<file path="config.mk">
export PLATFORM = sky130hd
export DESIGN_NAME = cgra_conf_writer
export DESIGN_NICKNAME = d
export VERILOG_FILES = /design/src/rtl/cgra_conf_writer.sv
export SDC_FILE = /design/constraint.sdc
export NUM_CORES = 1
export LEC_CHECK = 0
export CAP_MARGIN = 10
export CORE_ASPECT_RATIO = 1.1
export CORE_UTILIZATION = 40
export CTS_BUF_LIST = sky130_fd_sc_hd__clkbuf_8
export DETAILED_ROUTE_END_ITERATION = 12
export DONT_BUFFER_PORTS = 1
export GPL_ROUTABILITY_DRIVEN = 0
export HOLD_SLACK_MARGIN = 0.15
export PLACE_DENSITY = 0.52
export SYNTH_ARGS = -nofsm -noshare
export SYNTH_HDL_FRONTEND = slang
export SYNTH_SLANG_ARGS = --single-unit
</file>
<file path="constraint.sdc">
create_clock -name clk -period 2.9 [get_ports clk]
set_input_delay 0.29 -clock clk [delete_from_list [all_inputs] [get_ports clk]]
set_output_delay 0.29 -clock clk [all_outputs]
set_load 0.03 [all_outputs]
</file>
<file path="src/rtl/cgra_conf_writer.sv">
// Purpose: turns a header+data word stream into addressed 64-bit configuration beats for the PE array.
// Latency: 1 cycle from an accepted data word to its beat on conf_bus_out; done/err/busy are registered.
// Backpressure: none; s_ready is always 1 and a low s_valid simply stalls the packet in place.
//
// Ports:
//   clk, rst           clock, synchronous active-high reset
//   s_valid/s_data     input word stream (header word, then `count` data words)
//   s_ready            always high
//   clear_err          clears the sticky err flag (a simultaneous illegal header wins)
//   conf_bus_out       {valid, pe_id, cmd, thread_id, addr, 13'b0, data}; all zero when no beat
//   busy               packet in progress (DATA or SKIP)
//   done               one-cycle pulse when a packet completes
//   err                sticky illegal-header flag
//   beat_count         number of beats emitted since reset (wraps)
module cgra_conf_writer #(
    parameter int unsigned NUM_PE     = 128,
    parameter int unsigned ADDR_WIDTH = 4
) (
    input  logic        clk,
    input  logic        rst,
    input  logic        s_valid,
    input  logic [31:0] s_data,
    output logic        s_ready,
    input  logic        clear_err,
    output logic [63:0] conf_bus_out,
    output logic        busy,
    output logic        done,
    output logic        err,
    output logic [31:0] beat_count
);

    typedef enum logic [1:0] {
        IDLE = 2'd0,
        DATA = 2'd1,
        SKIP = 2'd2
    } state_t;

    state_t                  state_q, state_d;
    logic [6:0]              pe_q, pe_d;
    logic [3:0]              cmd_q, cmd_d;
    logic [2:0]              thr_q, thr_d;
    logic [ADDR_WIDTH-1:0]   addr_q, addr_d;
    logic [13:0]             rem_q, rem_d;
    logic [63:0]             bus_q, bus_d;
    logic                    done_q, done_d;
    logic                    err_q, err_d;
    logic [31:0]             cnt_q, cnt_d;

    // Header field views of the incoming word.
    logic [6:0]  hdr_pe;
    logic [3:0]  hdr_cmd;
    logic [2:0]  hdr_thr;
    logic [3:0]  hdr_addr;
    logic [13:0] hdr_count;
    logic        hdr_legal;
    logic        xfer;
    logic        err_set;
    logic [3:0]  addr_field;

    assign hdr_pe    = s_data[31:25];
    assign hdr_cmd   = s_data[24:21];
    assign hdr_thr   = s_data[20:18];
    assign hdr_addr  = s_data[17:14];
    assign hdr_count = s_data[13:0];
    assign hdr_legal = (hdr_cmd inside {[4'd1:4'd7]}) && (32'(hdr_pe) < NUM_PE);

    assign s_ready    = 1'b1;
    assign xfer       = s_valid & s_ready;
    assign addr_field = 4'(addr_q);

    always_comb begin
        state_d = state_q;
        pe_d    = pe_q;
        cmd_d   = cmd_q;
        thr_d   = thr_q;
        addr_d  = addr_q;
        rem_d   = rem_q;
        bus_d   = 64'd0;          // bus is zero in every cycle without a beat
        done_d  = 1'b0;
        cnt_d   = cnt_q;
        err_set = 1'b0;

        case (state_q)
            IDLE: begin
                if (xfer) begin
                    rem_d = hdr_count;
                    if (hdr_legal) begin
                        pe_d   = hdr_pe;
                        cmd_d  = hdr_cmd;
                        thr_d  = hdr_thr;
                        addr_d = ADDR_WIDTH'(hdr_addr);
                        if (hdr_count != 14'd0) state_d = DATA;
                        else                    done_d  = 1'b1;
                    end else begin
                        err_set = 1'b1;
                        if (hdr_count != 14'd0) state_d = SKIP;
                        else                    done_d  = 1'b1;
                    end
                end
            end
            DATA: begin
                if (xfer) begin
                    bus_d  = {1'b1, pe_q, cmd_q, thr_q, addr_field, 13'd0, s_data};
                    cnt_d  = cnt_q + 32'd1;
                    addr_d = addr_q + ADDR_WIDTH'(1);
                    rem_d  = rem_q - 14'd1;
                    if (rem_q == 14'd1) begin
                        state_d = IDLE;
                        done_d  = 1'b1;
                    end
                end
            end
            SKIP: begin
                if (xfer) begin
                    rem_d = rem_q - 14'd1;
                    if (rem_q == 14'd1) begin
                        state_d = IDLE;
                        done_d  = 1'b1;
                    end
                end
            end
            default: state_d = IDLE;
        endcase

        // A new illegal header takes priority over a same-cycle clear.
        if (err_set)        err_d = 1'b1;
        else if (clear_err) err_d = 1'b0;
        else                err_d = err_q;
    end

    always_ff @(posedge clk) begin
        if (rst) begin
            state_q <= IDLE;
            pe_q    <= '0;
            cmd_q   <= '0;
            thr_q   <= '0;
            addr_q  <= '0;
            rem_q   <= '0;
            bus_q   <= '0;
            done_q  <= 1'b0;
            err_q   <= 1'b0;
            cnt_q   <= '0;
        end else begin
            state_q <= state_d;
            pe_q    <= pe_d;
            cmd_q   <= cmd_d;
            thr_q   <= thr_d;
            addr_q  <= addr_d;
            rem_q   <= rem_d;
            bus_q   <= bus_d;
            done_q  <= done_d;
            err_q   <= err_d;
            cnt_q   <= cnt_d;
        end
    end

    assign conf_bus_out = bus_q;
    assign busy         = (state_q != IDLE);
    assign done         = done_q;
    assign err          = err_q;
    assign beat_count   = cnt_q;

endmodule
</file>
==> metrics.md, run 1 <==
| Metric | Value |
|---|---|
| #FFs+latches synth | 119 |
| Design area | 5893 µm² |
| CTS tree | done |
| Core Area | 12190 µm² |
| Share of post-route cells with drive strength above 1 | 0.1061 |
| Leak pwr | approximately 2.2 nW |
| Die area | between 10000 and 15000 µm² |
| Hold Vio Cnt, Final | 0 |
| Max Root-Sink Buffers | 2 |
| GRT overflow | 0 |
| Die Span X | around 110 µm |
| Setup Skew | approximately 0.012 ns |
| Area Growth Syn to Fin | 16.56% |
| Post-DP HPWL | ~8 mm |
| First DRT Iteration DRCs | roughly 250 |
| CP Data Required Time | approximately 3.3 ns |
| Worst min path class | in2reg |
| Crit path kind | reg2reg |
| CP max-delay cell | ha_1 |
| Vias in the first global route | between 3000 and 4000 |
| Register area | approximately 2400 µm² |
| Hold Startpoint | s_data[3] |
| Max Freq | ~400 MHz |
| RSZ-0062 raised after global routing | false |
| Total wire length | roughly 12 mm |
| Crit-path cells | inv_1 > ha_1 > buf_4 > nand2_1 > o22ai_1 > nand2_1 > a21oi_1 > dlygate4sd3_1 |
| Max stage delay on crit path | 0.70 ns |
| Period utilization | 0.8672 |
| DRC | 0 |
| Sink Count | about 120 |
| Fill count | around 1200 |
| Hold Slack | between 0.15 and 0.2 ns |
| Fin cells | approximately 750 |
| Mapped Area | just over 5000 µm² |
| Peak VDD IR | 0.4312 mV |
| Number of I/O pins | approximately 140 |
| Synth Instances | ~550 |
| Number of CTS-inserted buffers | 17 |
| Initial antenna violation count | 0 |
| Diodes inserted | 0 |
| Clk root buf | clkbuf_8 |
| Placed cell areas | about 5000 µm² |
| Clk slew on worst S/H paths | around 0.080 ns |
| Worst endpoint data arrival time | 2.90 ns |
| Worst-margin pin slew | ~0.63 ns |
| Multi-input gate area | 2404 µm² |
| Postcts setup bufs | 0 |
| Die height | 119.9 µm |
| Status | completed |
| Yosys cell types | between 50 and 60 |
| Slew margin rel. | 0.5774 |
| Startpoint Class | register |
| TNS Setup | 0 ns |
| Yosys warns | 0 |
| GRT Resource Usage Total | 0.1958 |
| Top_reg_cell synth | dfxtp_1 |
| Starting Density | 0.4147 |
| Total of max-cap violations | 0 |
| Hold buffer count at cts | 37 |
| Tot Pwr | between 3 and 4 mW |
| Pins Over Slew Limit | 0 |
| # rows | 42 |
| Setup violators final | 0 |
| First-pass GRT wire length | 19.35 mm |
| Max FO, Critical Path | 21 |
| Pre-CTS WS | 0.7204 ns |
| Most common cell on crit path | nand2_1 |
| ANT nets after route | 0 |
| Register area share after synthesis | 0.4712 |
| Via count | 4009 |
| First-pass DRT Iterations | 4 |
| Post-Syn Area per Cell | 9.260 µm² |
| Worst Setup Slack, final | roughly 0.38 ns |
| CP Capture Type | register |
| Final Core Density | 0.4834 |
| Worst reg2reg setup slack | 0.38 ns |
| Min cycle time layout | between 2 and 3 ns |
| Largest net degree at the start of global routing | 70 |
| Number of vias per cell | approximately 5.4 |
| Clock Latency Late Sink | 0.44 ns |
| Post-synth EDFFs | 0 |
| CTS resizes | 0 |
| Port Buffers | 0 |
| H-tree Lvls | 4 |
| Wirelength per Cell | ~16 µm |
| Post-synth ARST share | 0 |
| Worst flop-to-flop path startpoint | state_q[0]$_SDFFE_PP0P_ |
| Cells after DPL | around 680 |
| Cell Pwr Density | approximately 620 nW/µm² |
| Critical path startpoint | state_q[0]$_SDFFE_PP0P_ |
| Final #Nets | roughly 620 |
==> layer usage <==
layer | share of wire | routed length, µm | track usage | vias to the layer above
met1 | 0.43 | 5200 | 0.2396 | 1868
li1 | - | - | - | 1997
met5 | 0 | 0 | 0 | -
met2 | 0.48 | 5888 | 0.3074 | 120
met3 | 0.070 | 854 | 0.06953 | 24
met4 | 0.022 | 272 | 0.08417 | 0
==> state kept, by name, indices dropped and copies added (netlist names) <==
register and cells:
done 1, conf_bus_out 51, err 1, state_q 2, beat_count 32, rem_q 14
thr_q 3, pe_q 7, addr_field 4, cmd_q 4
==> layout make-up <==
cell class,instances,area share
inverter,15,0.009554
multi-input combinational,377,0.4079
clock inverter,15,0.02229
timing repair buffer,51,0.08365
tap,154,0.03270
clock buffer,17,0.03970
sequential,119,0.4042
==> power breakdown <==
group | internal (mW) | switching [mW]
sequential | 1.69 | 0.0748
combinational | 0.222 | 0.301
clock | 0.679 | 0.709
==> worst max-delay path, delay by kind of cell (launching register included) <==
family	cells	cell delay, ns
buffers and inverters	3	0.95
AND/OR/NAND/NOR	2	0.14
adder cells (fa/ha/maj)	1	0.70
flip-flops	1	0.42
AO/OA/AOI/OAI	2	0.25
==> final timing paths <==
kind	to	cells after the start
max	rem_q[2]$_SDFFE_PP0P_	8
min	rem_q[3]$_SDFFE_PP0P_	4
max reg2reg	rem_q[2]$_SDFFE_PP0P_	8
min reg2reg	conf_bus_out[51]$_SDFF_PP0_	1
==> cell usage after synthesis, types with 17 or more instances <==
cell      count  area share
nand3_1      18       0.018
buf_4        18       0.027
nand2_1      23       0.017
dfxtp_1     119        0.47
a21oi_1      31       0.031
nor2_1       40       0.030
or4_1        18       0.027
and2_1       51       0.063
o31ai_1      17       0.025
clkbuf_1     25       0.019
==> cell usage in the layout, fill, tap and decap left out, types with 13 or more instances in the layout <==
master         instances
inv_1                 17
dfxtp_1              119
buf_4                 14
nand4_1               15
mux2i_1               15
o31ai_1               17
dlygate4sd3_1         36
or4_1                 18
a21oi_1               31
nor2_1                39
nor3_1                13
nand3_1               18
conb_1                14
clkbuf_8              17
o21ai_0               14
nand2_1               23
and2_1                51
==> cells by family after synthesis <==
| family | after synthesis | synth area share |
|---|---|---|
| fa+ha+maj | 7 | 0.01732 |
| xor+xnor | 11 | 0.01905 |
| mux | 18 | 0.03638 |
| flops | 119 | 0.4712 |
| compound gates | 95 | 0.1277 |
| simple gates | 232 | 0.2640 |
| buf+inv | 62 | 0.06285 |
| other cells | 2 | 0.001485 |
Note: power is estimated with default switching activity, not from simulation.
==> run 2: changes to the inputs <==
Settings changed: ABC_AREA set to 1, CORE_MARGIN set to 1, REMOVE_ABC_BUFFERS set to 1.
==> run 2 against run 1 <==
Effect of this change:
- combinational power shrank 11%
- cell area grew 1.5%
- critical path depth grew 1
- final cell count grew 21%
- clock-buffer cell count is the same
- worst setup slack gained 0.10 ns
- wire length shrank 4.5%
- clock skew is essentially flat
- clock power grew 17%
- sequential cell count is the same
- non-clock buffer count shrank 9
- register-to-register slack gained 0.10 ns
==> metrics.md, run 2 <==
| Metric | Value |
|---|---|
| Status | completed |
| H-tree Lvls | 4 |
| Max Freq | 414.9 MHz |
| Sink Count | roughly 120 |
| Total wire length | approximately 12 mm |
| Period utilization | 0.8311 |
| Final #Nets | 780 |
| Post-Syn Area per Cell | just over 7 µm² |
| CP Data Required Time | around 3.3 ns |
| #FFs+latches synth | 119 |
| Die area | 13160 µm² |
| Compound-Gate Fraction of Synth Area | 0.1122 |
| Startpoint Class | register |
| Pint | ~2.7 mW |
| Post-synth ARST share | 0 |
| Worst min path class | in2reg |
| Yosys top cell area share | 0.4686 |
| Number of CTS-inserted buffers | 17 |
| First-pass DRT Iterations | 5 |
| Yosys top cell by area | dfxtp_1 |
| ANT nets after route | 0 |
| # rows | 42 |
| Max stage delay on crit path | 0.55 ns |
| First-pass GRT wire length | around 19 mm |
| Post-synth EDFFs | 0 |
| Peak VDD IR | 0.4007 mV |
| Port Buffers | 0 |
| Largest net degree at the start of global routing | between 40 and 50 |
| CP Capture Type | register |
| Number of I/O pins | ~140 |
| Vias in the first global route | between 3000 and 4000 |
| Fill count | between 1000 and 1500 |
| DRC | 0 |
| Adder-cell share of the synthesized area | 0.01723 |
| Setup Skew | 0.01163 ns |
| Diodes inserted | 0 |
| Setup violators final | 0 |
| Comb pwr share | 0.121 |
| Number of vias per cell | roughly 4.8 |
| Yosys warns | 0 |
| Worst endpoint data arrival time | 2.79 ns |
| Postcts setup bufs | 0 |
| Core Area | between 10000 and 15000 µm² |
| Leak pwr | between 2 and 2.5 nW |
| Multiplexer share of the synthesized area | 0 |
| TNS Setup | 0 ns |
| Slew margin rel. | 0.5151 |
| Tot Pwr | ~3.8 mW |
| Synth area leaders | dfxtp_1 (47%), nor2_1 (9.5%), nand2_1 (8.3%) |
| Met3 routed WL | ~750 µm |
| Met1 WL | 5.490 mm |
| Register area share after synthesis | 0.4686 |
| CP max-delay cell | dlygate4sd3_1 |
| Pins Over Slew Limit | 0 |
| Area share of and/or/nand/nor cells after synthesis | 0.2670 |
| Crit path kind | reg2reg |
| Worst-margin pin slew | slightly above 0.7 ns |
| GRT overflow | 0 |
| Max Root-Sink Buffers | 2 |
| CTS resizes | 0 |
| Total of max-cap violations | 0 |
| Max FO, Critical Path | 17 |
| Crit-path cells | inv_1 > ha_1 > nor2_1 > nor2_4 > inv_1 > a21oi_1 > o21ai_0 > a21oi_1 > dlygate4sd3_1 |
| Clk slew on worst S/H paths | approximately 0.080 ns |
| CP bufs+invs | 3 |
| Hold Vio Cnt, Final | 0 |
| Post-Synth XOR/XNOR Area | 0.01378 |
| Share of post-route cells with drive strength above 1 | 0.06800 |
| Sw power | approximately 1.1 mW |
| Via count | 4320 |
| Hold Slack | 0.2159 ns |
| Commonest non-fill, non-tap cell in the layout | nor2_1 |
| Wirelength per Cell | ~13 µm |
| Area Growth Syn to Fin | 17.65% |
| Largest family of logic cells by synthesized area | simple AND/OR/NAND/NOR gates |
| Clk root buf | clkbuf_8 |
| Most common cell in the netlist | nor2_1 |
| Cell Pwr Density | 643.1 nW/µm² |
| Die Span X | around 110 µm |
| Clock Power Share | 0.422 |
| Yosys cell types | 32 |
| Top_reg_cell synth | dfxtp_1 |
| Metal2 WL | 5.259 mm |
| RSZ-0062 raised after global routing | false |
| Starting Density | 0.4170 |
| Mapped Area | 5084 µm² |
| Switching part of the total power | 0.2918 |
| Synth Instances | 700 |
| Largest register FFs | roughly 50 |
| CP top delay family | buffers and inverters |
| Max layer used | met4 |
| First DRT Iteration DRCs | ~330 |
| Initial antenna violation count | 0 |
| Clock Latency Late Sink | about 0.43 ns |
| Commonest cells in the netlist | nor2_1 (128), dfxtp_1 (119), nand2_1 (113), inv_1 (108), a21oi_1 (54) |
| Sequential Power Share | 0.457 |
| Post-DP HPWL | ~8 mm |
| GRT Resource Usage Total | 0.1842 |
| CTS tree | done |
| Die height | 120.2 µm |
| Commonest cells after routing, fill and taps aside | nor2_1 (128), dfxtp_1 (119), nand2_1 (113), inv_1 (108), a21oi_1 (54) |
| Min cycle time layout | 2.410 ns |
==> run 2: changes by cell type after synthesis, moves of 8 or more <==
cell / delta
inv_1: +93
nand2_1: +90
nor2_1: +88
and2_1: -50
o21ai_0: +36
a21oi_1: +23
or4_1: -18
o31ai_1: -16
mux2i_1: -15
clkbuf_1: -10
nand3_1: +8
nor2_4: +8
==> run 2: layer usage <==
layer,vias to the layer above,global-route usage
li1,2231,-
met1,1945,0.2375
met2,131,0.2881
met3,13,0.05337
met4,0,0.07167
met5,-,0
==> run 2: worst reg2reg max path, cell delays in order, from the launching register on <==
cell and delay [ns]:
dfxtp_1 0.39, inv_1 0.06, ha_1 0.31, nor2_1 0.09, nor2_4 0.28, inv_1 0.27, a21oi_1 0.17, o21ai_0 0.09
a21oi_1 0.15, dlygate4sd3_1 0.55
==> run 2: what timing repair did <==
action / in CTS / in global routing
hold buffers: 39 / 0
endpoints found under the setup margin: 0 / 0
hold endpoints to repair: 82 / 0
==> run 2: final cells by class <==
cell class / count / area, µm² / share of cell area
clock buffer: 17 / 234.0 / 0.03912
sequential: 119 / 2382 / 0.3983
clock inverter: 15 / 192.7 / 0.03222
timing repair buffer: 42 / 435.4 / 0.07280
multi-input combinational: 449 / 2138 / 0.3575
inverter: 108 / 405.4 / 0.06778
tap: 154 / 192.7 / 0.03222
==> run 2: cells by family after synthesis <==
group           after synthesis
simple gates                309
buf+inv                     144
flops                       119
compound gates              111
xor+xnor                      8
fa+ha+maj                     7
other cells                   2
==> run 2: path summary, 6_finish.rpt <==
check | from | endpoint | slack (ns) | cells after the start
worst max-delay path | state_q[0]$_SDFFE_PP0P_ | rem_q[7]$_SDFFE_PP0P_ | 0.49 | 9
worst max register to register | state_q[0]$_SDFFE_PP0P_ | rem_q[7]$_SDFFE_PP0P_ | 0.49 | 9
worst min-delay path | s_data[8] | done$_SDFF_PP0_ | 0.22 | 5
worst min register to register | cmd_q[2]$_SDFFE_PP0P_ | conf_bus_out[54]$_SDFF_PP0_ | 0.44 | 2
==> run 2: power by group through the flow <==
| stage | clock, mW | sequential [mW] | combinational, mW |
|---|---|---|---|
| detailed placement | 0 | 1.79 | 0.405 |
| global route | 1.73 | 1.76 | 0.531 |
| floorplan | 0 | 1.78 | 0.321 |
| CTS | 1.66 | 1.76 | 0.467 |
| global placement | 0 | 1.79 | 0.398 |
| finish | 1.62 | 1.76 | 0.466 |
==> run 2: per-stage QoR <==
| step | worst slack [ns] | area, µm² | utilization | std cells |
|---|---|---|---|---|
| after floorplan | 1.060 | 4926 | - | 676 |
| after global placement | 1.011 | 5154 | 0.4227 | 833 |
| after detailed placement | 0.8759 | 5154 | 0.4227 | 833 |
| after CTS | 0.4961 | 5981 | 0.4906 | 904 |
| after global routing | 0.1877 | 5981 | 0.4906 | 904 |
| final | 0.4897 | 5981 | 0.4906 | 904 |
